## src/rtl/fetch_queue_if.sv

```systemverilog
// rtl/fetch_queue_if.sv - fetch/decode handshake bundle for fetch_queue
//
// Purpose : groups the fetch-side push channel, the decode-side pop channel,
//           the branch-redirect flush and the occupancy count.
// Ports   : parameter DEPTH sizes count ($clog2(DEPTH)+1 bits).
//           in_valid/in_pc/in_instr/in_ready : fetch -> queue push channel
//           out_valid/out_pc/out_pc_plus4/out_instr/out_ready : queue -> decode
//           flush : discard all entries; count : current occupancy
// Modports: master = fetch/decode side, slave = the queue itself.
interface fetch_queue_if #(
  parameter int DEPTH = 4
);
  logic                     in_valid;
  logic [63:0]              in_pc;
  logic [31:0]              in_instr;
  logic                     in_ready;
  logic                     flush;
  logic                     out_valid;
  logic [63:0]              out_pc;
  logic [63:0]              out_pc_plus4;
  logic [31:0]              out_instr;
  logic                     out_ready;
  logic [$clog2(DEPTH):0]   count;

  modport slave (
    input  in_valid, in_pc, in_instr, flush, out_ready,
    output in_ready, out_valid, out_pc, out_pc_plus4, out_instr, count
  );

  modport master (
    output in_valid, in_pc, in_instr, flush, out_ready,
    input  in_ready, out_valid, out_pc, out_pc_plus4, out_instr, count
  );
endinterface

```

## src/rtl/fetch_queue.sv

```systemverilog
// rtl/fetch_queue.sv - instruction fetch queue between fetch and decode
//
// Purpose : DEPTH-entry FIFO of {pc, instr} with flush and occupancy count.
//           Optional macro FETCH_QUEUE_BYPASS_EN enables empty-queue bypass:
//           an entry offered to an empty queue is presented to decode in the
//           same cycle and only stored if decode does not take it.
// Ports   : clk  - rising-edge clock
//           rst  - synchronous active-high reset
//           q    - fetch_queue_if.slave (push channel, pop channel, flush, count)
module fetch_queue #(
  parameter int DEPTH = 4
) (
  input  logic               clk,
  input  logic               rst,
  fetch_queue_if.slave       q
);
  localparam int AW = (DEPTH > 1) ? $clog2(DEPTH) : 1;
  localparam int CW = $clog2(DEPTH) + 1;

  // Entry storage carries no reset; occupancy alone decides what is visible.
  logic [63:0]   r_mem_pc    [DEPTH];
  logic [31:0]   r_mem_instr [DEPTH];
  logic [AW-1:0] r_rd_ptr;
  logic [AW-1:0] r_wr_ptr;
  logic [CW-1:0] r_count;

  logic          w_full;
  logic          w_occ;
  logic          w_valid;
  logic          w_push;
  logic          w_pop;
  logic [63:0]   w_pc;
  logic [31:0]   w_instr;

  assign w_full = (r_count == CW'(DEPTH));
  assign w_occ  = (r_count != '0);

`ifdef FETCH_QUEUE_BYPASS_EN
  logic w_bypass;
  assign w_bypass = ~w_occ & q.in_valid & ~q.flush;
  assign w_valid  = (w_occ & ~q.flush) | w_bypass;
  // A bypassed entry taken by decode this cycle is never written.
  assign w_push   = q.in_valid & ~w_full & ~q.flush & ~(w_bypass & q.out_ready);
  // Storage is only popped when it actually holds the head entry.
  assign w_pop    = w_occ & ~q.flush & q.out_ready;
  assign w_pc     = w_bypass ? q.in_pc    : r_mem_pc[r_rd_ptr];
  assign w_instr  = w_bypass ? q.in_instr : r_mem_instr[r_rd_ptr];
`else
  assign w_valid  = w_occ & ~q.flush;
  assign w_push   = q.in_valid & ~w_full & ~q.flush;
  assign w_pop    = w_valid & q.out_ready;
  assign w_pc     = r_mem_pc[r_rd_ptr];
  assign w_instr  = r_mem_instr[r_rd_ptr];
`endif

  assign q.in_ready     = ~w_full;
  assign q.out_valid    = w_valid;
  assign q.out_pc       = w_valid ? w_pc : 64'd0;
  assign q.out_instr    = w_valid ? w_instr : 32'd0;
  assign q.out_pc_plus4 = w_valid ? (w_pc + 64'd4) : 64'd0;
  assign q.count        = r_count;

  always_ff @(posedge clk) begin
    if (w_push && !rst) begin
      r_mem_pc[r_wr_ptr]    <= q.in_pc;
      r_mem_instr[r_wr_ptr] <= q.in_instr;
    end
  end

  // Pointers wrap naturally because DEPTH is a power of two.
  always_ff @(posedge clk) begin
    if (rst || q.flush) begin
      r_rd_ptr <= '0;
      r_wr_ptr <= '0;
      r_count  <= '0;
    end else begin
      if (w_push) r_wr_ptr <= r_wr_ptr + 1'b1;
      if (w_pop)  r_rd_ptr <= r_rd_ptr + 1'b1;
      case ({w_push, w_pop})
        2'b10:   r_count <= r_count + 1'b1;
        2'b01:   r_count <= r_count - 1'b1;
        default: r_count <= r_count;
      endcase
    end
  end
endmodule

```

## src/flat_wrapper.sv

```systemverilog
// flat-port wrapper written by rule: the top's interface ports become plain ports
module fetch_queue_flat 
#(
  parameter int DEPTH = 4
)
  (clk, rst, q_in_valid, q_in_pc, q_in_instr, q_flush, q_out_ready, q_in_ready, q_out_valid, q_out_pc, q_out_pc_plus4, q_out_instr, q_count);
  fetch_queue_if #(.DEPTH(DEPTH)) q_i ();
  input  logic clk;
  input  logic rst;
  input wire logic [$bits(q_i.in_valid)-1:0] q_in_valid;
  input wire logic [$bits(q_i.in_pc)-1:0] q_in_pc;
  input wire logic [$bits(q_i.in_instr)-1:0] q_in_instr;
  input wire logic [$bits(q_i.flush)-1:0] q_flush;
  input wire logic [$bits(q_i.out_ready)-1:0] q_out_ready;
  output wire logic [$bits(q_i.in_ready)-1:0] q_in_ready;
  output wire logic [$bits(q_i.out_valid)-1:0] q_out_valid;
  output wire logic [$bits(q_i.out_pc)-1:0] q_out_pc;
  output wire logic [$bits(q_i.out_pc_plus4)-1:0] q_out_pc_plus4;
  output wire logic [$bits(q_i.out_instr)-1:0] q_out_instr;
  output wire logic [$bits(q_i.count)-1:0] q_count;
  assign q_i.in_valid = q_in_valid;
  assign q_i.in_pc = q_in_pc;
  assign q_i.in_instr = q_in_instr;
  assign q_i.flush = q_flush;
  assign q_i.out_ready = q_out_ready;
  assign q_in_ready = q_i.in_ready;
  assign q_out_valid = q_i.out_valid;
  assign q_out_pc = q_i.out_pc;
  assign q_out_pc_plus4 = q_i.out_pc_plus4;
  assign q_out_instr = q_i.out_instr;
  assign q_count = q_i.count;
  fetch_queue #(.DEPTH(DEPTH)) u_core (.clk(clk), .rst(rst), .q(q_i));
endmodule
```

## config.mk

```make
export PLATFORM = sky130hd
export DESIGN_NAME = fetch_queue_flat
export DESIGN_NICKNAME = d
export VERILOG_FILES = /design/src/rtl/fetch_queue_if.sv /design/src/rtl/fetch_queue.sv /design/src/flat_wrapper.sv
export SDC_FILE = /design/constraint.sdc
export NUM_CORES = 1
export LEC_CHECK = 0
export ABC_AREA = 1
export CORE_MARGIN = 5
export CORE_UTILIZATION = 24
export CTS_CLUSTER_SIZE = 16
export DETAILED_ROUTE_END_ITERATION = 16
export PLACE_DENSITY = 0.48
export SYNTH_ARGS = -nofsm -noshare
export SYNTH_HDL_FRONTEND = slang
export SYNTH_SLANG_ARGS = --single-unit
export TNS_END_PERCENT = 30
```

## constraint.sdc

```tcl
create_clock -name clk -period 10.45 [get_ports clk]
set_input_delay 2.6125 -clock clk [delete_from_list [all_inputs] [get_ports clk]]
set_output_delay 2.6125 -clock clk [all_outputs]
set_load 0.05 [all_outputs]
```

==> impl_metrics.py, run 1 <==
metrics = {
    "run_status": {
        "status": "complete, no violations",
    },
    "yosys": {
        "synth.avg_cell_area_um2": 9.977,
        "ys_ff_latch": 393,
        "synthArstFlopShare_pct": 0,
        "synthFlopType": "edfxtp_1",
        "synth_top_area_share_pct": 63.82,
        "synth.area.top_cells": "edfxtp_1 (64%), nand2_1 (9.4%), nor2_1 (7.7%)",
        "synth_cells": 1811,
        "ys_types": 36,
        "synth_top_area_cell": "edfxtp_1",
        "synth_seq_area_share_pct": 64.82,
        "syn_area_mm2": 0.01807,
        "yosysWarnings": 0,
        "syn-num-nets": 1919,
        "synth_edf_count": 384,
    },
    "grt": {
        "grt_overflow_total": 0,
        "grt_first_pass_wirelength_um": 87260,
        "grt_antenna_before_repair": 20,
        "grt_pass1_vias": 13180,
        "track_usage_pct": 14.25,
        "grt_max_degree": 116,
    },
    "cts": {
        "clockRootBuffer": "clkbuf_16",
        "ctsResizeCount": 0,
        "htreeDepth": 2,
        "insertion_delay_ns": 0.58,
        "clkSinkCount": 393,
        "cts_buffer_depth": 3,
        "clkTransAtPathRegs_ns": 0.06,
        "cts_setup_buffers": 0,
        "cts_hold_buf": 0,
        "cts_tree": "done",
        "numCtsBuffers": 47,
    },
    "timing": {
        "final_max_slew_viol_count": 0,
        "tns_ns": 0,
        "fin_crit_ns": 8.494,
        "max_slew_margin_pct": 34.71,
        "hold_viol": 0,
        "post-route-period-util_pct": 81.28,
        "setup_viol": 0,
        "rsz0062_at_grt": "no",
        "fmax_ghz": 0.1177,
        "worst_pin_slew_ns": 0.9794,
        "clock_skew_ns": 0.03726,
        "setup_ws_ns": 1.956,
    },
    "worst_hold_path": {
        "holdPathStages": 2,
        "hold_path_class": "register to register",
    },
    "route": {
        "totalWireLength_um": 59650,
        "antenna_left": 0,
        "num_vias": 13600,
        "drt-pass1-iter-count": 5,
        "wl_per_cell_um": 19.43,
        "via_per_inst": 4.431,
        "first_iter_violations": 1107,
        "drcViolationCount": 0,
    },
    "finish": {
        "layout-drive-gt1-share_pct": 7.899,
        "final_common_cell": "nand2_1",
        "fillers": 7677,
        "post-route-util_pct": 30.94,
        "layout_common_cells": "nand2_1 (454), edfxtp_1 (384), nor2_1 (365)",
        "fin_nets": 2162,
        "syn_to_final_growth_pct": 27.70,
    },
    "die": {
        "num_rows": 100,
        "io-pin-count": 266,
        "die_y_um": 284.4,
        "initial_core_util_pct": 24.23,
        "dieArea_mm2": 0.08087,
        "core-area_mm2": 0.07457,
        "dieWidth_um": 284.4,
    },
    "critical_path": {
        "cp.arrival_ns": 5.88,
        "critical_path.startpoint": "q_flush",
        "timing.rr.start": "u_core.q.count[0]$_SDFFE_PP0P_",
        "crit_required_ns": 7.84,
        "rrSetupSlack_ns": 7.38,
        "crit_end": "q_out_pc_plus4[11]",
        "reg2regPathDepth": 6,
        "crit_fanout": 76,
        "critPathLaunchType": "input pin",
        "r2r_end": "u_core.r_mem_pc[0][61]$_DFFE_PP_",
        "path_class": "input pin to output port",
        "setup.worst_path.end_class": "output port",
    },
    "run": {
        "maxCapViolations": 0,
    },
    "placed_design": {
        "dp_hpwl_um": 38920,
        "gp_congestion": 0.8345,
        "post-place-ws_ns": 1.924,
        "portBuffers": 265,
    },
    "pwr": {
        "powerDensity_mw_per_mm2": 154.2,
        "p_leak_uw": 0.007935,
        "power.total_uw": 3558,
        "vdd_drop_max_mv": 0.09291,
    },
}
==> metal layers <==
| metal | vias to the layer above | global-route usage, % | wire [um] |
|---|---|---|---|
| li1 | 6594 | - | - |
| met1 | 6467 | 19.05 | 26530 |
| met2 | 439 | 22.61 | 26900 |
| met3 | 85 | 4.479 | 4867 |
| met4 | 14 | 3.524 | 1247 |
| met5 | - | 0 | 107 |
==> sequential cells by signal (all words and copies together) (netlist names), named ones only <==
register and count:
u_core.r_mem_pc 256, u_core.r_mem_instr 128, u_core.q.count 3, u_core.r_rd_ptr 2
u_core.r_wr_ptr 2
==> per-stage QoR <==
step / instances / instance area, um^2 / hold WS, ns
2_1_floorplan: 1811 / 18070 / 0.4358
3_3_place_gp: 2974 / 21590 / 0.4388
3_5_place_dp: 2974 / 21590 / 0.4519
4_1_cts: 3058 / 23050 / 0.4702
5_1_grt: 3061 / 23050 / 0.4836
6_report: 3069 / 23070 / 0.4720
==> area by class of cell <==
type	count	area [um^2]	share of cell area, %
Antenna cell	11	27.53	0.1193
Clock buffer	60	1267	5.493
Clock inverter	24	188.9	0.8188
Inverter	88	340.3	1.475
Multi-Input combinational cell	1247	5538	24.00
Sequential cell	393	11720	50.79
Tap cell	969	1212	5.255
Timing Repair Buffer	277	2780	12.05
==> logic make-up (layout without fill, tap and decap cells) <==
logic type / Yosys count / count (layout) / synth area share (%)
xor+xnor: 4 / 4 / 0.1939
flops: 393 / 393 / 64.82
other cells: 0 / 11 / 0
fa+ha+maj: 7 / 7 / 0.5263
buf+inv: 171 / 449 / 4.785
simple gates: 1055 / 1055 / 24.46
compound gates: 181 / 181 / 5.221
==> Yosys cell counts (6+ instances only) <==
master	instances
a21oi_1	77
buf_1	11
buf_2	17
buf_4	12
buf_6	15
clkbuf_1	25
dfxtp_1	9
edfxtp_1	384
ha_1	6
inv_1	80
inv_2	7
nand2_1	454
nand2_2	25
nand3_1	148
nor2_1	369
nor2_2	30
nor2_4	11
nor3_1	8
o21a_1	7
o21ai_0	90
==> where the power goes <==
| group | leakage (uW) | internal (uW) | switching, uW |
|---|---|---|---|
| Sequential | 0.00354 | 1750 | 4.85 |
| Combinational | 0.00369 | 85.8 | 176 |
| Clock | 0.000706 | 907 | 636 |
==> worst min-delay path by stage <==
stage	startpoint	to	slack, ns
after floorplan	u_core.r_rd_ptr[1]$_SDFFE_PP0P_	register	0.44
after global placement	u_core.r_rd_ptr[1]$_SDFFE_PP0P_	register	0.44
after detailed placement	u_core.r_rd_ptr[1]$_SDFFE_PP0P_	register	0.45
after CTS	u_core.r_rd_ptr[0]$_SDFFE_PP0P_	register	0.47
after global routing	u_core.r_rd_ptr[1]$_SDFFE_PP0P_	register	0.48
final	u_core.r_rd_ptr[1]$_SDFFE_PP0P_	register	0.47
==> worst max-delay path, stage by stage <==
cell and delay (ns):
clkdlybuf4s50_1 0.49, a31oi_4 0.17, buf_4 0.54, inv_4 0.48, a211oi_1 0.62, clkdlybuf4s50_1 0.91
(Power assumes the default switching activity.)
==> run 2: changes to the inputs <==
==> constraint.sdc (replaced) <==
create_clock -name clk -period 8.5 [get_ports clk]
set_input_delay 2.125 -clock clk [delete_from_list [all_inputs] [get_ports clk]]
set_output_delay 2.125 -clock clk [all_outputs]
set_load 0.05 [all_outputs]
==> impl_metrics.py, run 2 (synthesis results as in run 1) <==
metrics = {
    "placed_design": {
        "portBuffers": 265,
        "gp_congestion": 0.8453,
        "dp.cells": 2979,
        "dp_hpwl_um": 40640,
    },
    "cts": {
        "cts_setup_buffers": 0,
        "ctsResizeCount": 0,
        "cts_hold_buf": 0,
        "cts_tree": "done",
        "clkTransAtPathRegs_ns": 0.06,
        "cts_buffer_depth": 3,
        "htreeDepth": 2,
        "insertion_delay_ns": 0.57,
        "clkSinkCount": 393,
        "numCtsBuffers": 45,
        "clockRootBuffer": "clkbuf_16",
    },
    "die": {
        "num_rows": 100,
        "initial_core_util_pct": 24.23,
        "io-pin-count": 266,
        "core-area_mm2": 0.07457,
        "die_y_um": 284.4,
        "dieArea_mm2": 0.08087,
        "dieWidth_um": 284.4,
    },
    "route": {
        "wl_per_cell_um": 19.73,
        "via_per_inst": 4.421,
        "num_vias": 13560,
        "antenna_left": 0,
        "first_iter_violations": 1183,
        "totalWireLength_um": 60520,
        "drt-pass1-iter-count": 5,
        "drcViolationCount": 0,
    },
    "finish": {
        "layout-drive-gt1-share_pct": 8.321,
        "fin_nets": 2165,
        "regArea_mm2": 0.01172,
        "multiInputGateArea_mm2": 0.005538,
        "stdcell_count": 3067,
        "largest_reg_flops": 256,
        "syn_to_final_growth_pct": 28.07,
        "top_register": "u_core.r_mem_pc",
        "final_common_cell": "nand2_1",
        "layout_common_cells": "nand2_1 (454), edfxtp_1 (384), nor2_1 (365)",
        "fillers": 7677,
    },
    "critical_path": {
        "reg2regPathDepth": 5,
        "timing.rr.start": "u_core.q.count[0]$_SDFFE_PP0P_",
        "critPathLaunchType": "register",
        "crit_fanout": 75,
        "setup.worst_path.end_class": "output port",
        "cp_top_family": "buffers and inverters",
        "critPathSlowestCell": "clkdlybuf4s50_1",
        "cp.arrival_ns": 5.07,
        "crit_required_ns": 6.38,
        "r2r_end": "u_core.r_mem_pc[3][0]$_DFFE_PP_",
        "slowest_delay_ns": 0.90,
        "cpMostUsedCell": "nand2_1",
        "path_class": "register to output port",
        "rrSetupSlack_ns": 5.53,
        "cp.buffers_inverters": 4,
        "crit_chain": "inv_6, buf_4, nand2_1, nand3_1, nand2_1, nor2_1, nand2_1, nor2_2, nand2_2, nor2_4, nand2_1, nand2_1, inv_1, nor2_1, clkdlybuf4s50_1",
    },
    "pwr": {
        "vdd_drop_max_mv": 0.1459,
        "p_leak_uw": 0.007986,
        "power.total_uw": 4459,
        "powerDensity_mw_per_mm2": 192.7,
    },
    "timing": {
        "tns_ns": 0,
        "whs_ns": 0.4673,
        "hold_viol": 0,
        "setup_viol": 0,
        "fin_crit_ns": 7.199,
        "fmax_ghz": 0.1389,
        "rsz0062_at_grt": "no",
        "clock_skew_ns": 0.01987,
        "worst_pin_slew_ns": 1.000,
        "final_max_slew_viol_count": 0,
        "max_slew_margin_pct": 33.17,
        "post-route-period-util_pct": 84.69,
    },
    "grt": {
        "grt_first_pass_wirelength_um": 89000,
        "grt_overflow_total": 0,
        "grt_pass1_vias": 13450,
        "grt_antenna_before_repair": 14,
        "track_usage_pct": 14.54,
        "grt_max_degree": 97,
    },
    "run_status": {
        "status": "complete, no violations",
    },
    "worst_hold_path": {
        "worstHoldStart": "u_core.r_rd_ptr[1]$_SDFFE_PP0P_",
        "hold_path_class": "register to register",
        "holdPathStages": 2,
    },
    "run": {
        "maxCapViolations": 0,
    },
}
==> run 2: cell count changes in the layout (fill, tap and decap cells not counted), sizes merged <==
| cell | previous run | this run |
|---|---|---|
| clkbuf | 60 | 48 |
| diode | 11 | 7 |
| clkinvlp | 3 | 2 |
| bufinv | 2 | 7 |
| buf | 12 | 17 |
| clkinv | 16 | 21 |
==> run 2: worst max-delay path by stage <==
stage | endpoint | slack (ns) | cells past startpoint
finish | q_out_pc_plus4[48] | 1.30 | 15
global route | q_out_pc_plus4[55] | 0.89 | 12
CTS | q_out_pc_plus4[55] | 1.17 | 12
detailed placement | q_out_pc[0] | 1.50 | 6
global placement | q_out_pc_plus4[59] | 1.58 | 6
floorplan | u_core.r_mem_instr[0][0]$_DFFE_PP_ | 1.34 | 3
==> run 2: metrics by stage <==
step | util [%] | instance area, um^2 | setup slack, ns
3_3_place_gp | 28.98 | 21610 | 1.580
4_1_cts | 31.01 | 23120 | 1.167
2_1_floorplan | - | 18070 | 1.342
3_5_place_dp | 28.98 | 21610 | 1.501
5_1_grt | 31.01 | 23120 | 0.8913
6_report | 31.03 | 23140 | 1.301
==> run 2: worst min-delay path: stages (launching register included) <==
cell and delay, ns:
dfxtp_1 0.29, inv_1 0.06, a21oi_1 0.08
==> run 2: metal layers <==
layer	GRT usage [%]	up-vias	wire (um)
li1	-	6598	-
met1	19.24	6409	26180
met2	23.76	459	27930
met3	4.038	83	4927
met4	3.475	10	1411
met5	0	-	67
==> run 2: layout make-up <==
cell class              count  share of cell area (%)
flip-flops and latches    393                   50.64
multi-input cells        1247                   23.93
repair buffers            282                   12.12
well taps                 969                   5.240
clock buffers              48                   4.915
clock inverters            33                   1.601
inverters                  88                   1.471
diodes                      7                 0.07570
==> run 2: power by group <==
group	leakage [uW]	total [uW]	switching (uW)	internal (uW)
clock	0.000736	1980	794	1190
combinational	0.00371	324	218	106
sequential	0.00354	2160	6.22	2150
==> RTL change: new RTL, config.mk and constraints of run 2 <==
Build with the macro `FETCH_QUEUE_BYPASS_EN` defined.
--- a/src/rtl/fetch_queue.sv
+++ b/src/rtl/fetch_queue.sv
@@ -8,4 +8,6 @@
 //           rst  - synchronous active-high reset
 //           q    - fetch_queue_if.slave (push channel, pop channel, flush, count)
+`define FETCH_QUEUE_BYPASS_EN
+
 module fetch_queue #(
   parameter int DEPTH = 4
Function: changed (a bounded check fails within 4 cycles, from zero or initial values).
==> RTL change against run 2 <==
Sequential share of layout area fell by 5.4 points. Synthesized area rose by 13%. Sequential cell count did not move. Design area rose by 12%. Clock skew fell by 0.010 ns. Setup slack got worse by 0.31 ns. Wire length rose by 23%. Critical path type is now in -> out.
Power is not compared: it rests on default switching activity, and its combinational part moved more than twofold at a synthesized area within 25%.
==> RTL change: results (changes against run 2) <==
[clock_tree]
numCtsBuffers=44  ; was 45

[global_routing]
antenna_found_initial=9  ; was 14
met2_usage_pct=23.8  ; about the same
grt_pass1_wl_um=108000  ; was 89,000 um

[route]
wl_met1_um=34900  ; was 26,200 um
num_vias=17000  ; was 13,600
wl_met2_um=32600  ; was 27,900 um

[hold_path]
min-delay-start=u_core.r_rd_ptr[0]$_SDFFE_PP0P_  ; was u_core.r_rd_ptr[1]$_SDFFE_PP0P_

[finish]
seq-cell-share_pct=45.2  ; was 50.6%
drive_gt1_share_pct=7.48  ; was 8.32%
fillers=8939  ; was 7,677
n_all_inverters=185  ; was 88
clock_buffers=60  ; was 48
bufAreaShareNonClock_pct=13.0  ; was 12.1%
multiInputGateArea_mm2=0.00735  ; was 0.00554 mm^2
final_cells=3813  ; was 3,067
multi_input_gates=1719  ; was 1,247

[critical_path]
rr_endpoint=u_core.r_mem_instr[0][8]$_DFFE_PP_  ; was u_core.r_mem_pc[3][0]$_DFFE_PP_
ff2ff_path_depth=7  ; was 5
critPathMaxFanout=80  ; was 75
rrSetupSlack_ns=5.70  ; was 5.53 ns
reg2reg_from=u_core.q.count[1]$_SDFFE_PP0P_  ; was u_core.q.count[0]$_SDFFE_PP0P_
worstPathArrival_ns=5.38  ; was 5.07 ns

[placed_design]
place_congestion=0.931  ; was 0.845

[timing]
skew_ns=0.00976  ; was 0.0199 ns
whs_ns=0.471  ; was 0.467 ns

[status]
outcome=completed  ; unchanged

[synth]
synth_seq_area_share_pct=57.4  ; was 64.8%
synth_nets=2519  ; was 1,919
postSynthAreaPerCell_um2=8.46  ; was 9.98 um^2

[power_and_ir_drop]
p_total_uw=4640

-- RTL change: cell families (layout without fill, tap and decap cells) --
kind of cell | after synthesis | count (layout) | share of synthesized area (%)
AND/OR/NAND/NOR | 1506 | 1506 | 29.9
AO/OA/AOI/OAI | 206 | 206 | 5.44
flip-flops | 393 | 393 | 57.4
other | 0 | 7 | 0
buffers and inverters | 299 | 550 | 6.76
adder cells (fa/ha/maj) | 7 | 7 | 0.466
-- RTL change: worst max path at each step --
stage,cells past startpoint,start,endpoint,slack (ns)
floorplan,6,q_in_valid,u_core.r_mem_instr[0][0]$_DFFE_PP_,1.36
global placement,20,q_in_valid,q_out_pc_plus4[28],1.04
CTS,18,q_in_valid,q_out_pc_plus4[30],1.05
detailed placement,18,q_in_valid,q_out_pc_plus4[30],1.06
global route,17,q_in_valid,q_out_pc_plus4[49],0.76
finish,17,q_in_valid,q_out_pc_plus4[49],0.99
-- RTL change: worst max-delay path: cells and delay by family --
family	cells	cell delay [ns]
and+or+nand+nor	11	1.96
buffers and inverters	6	1.24
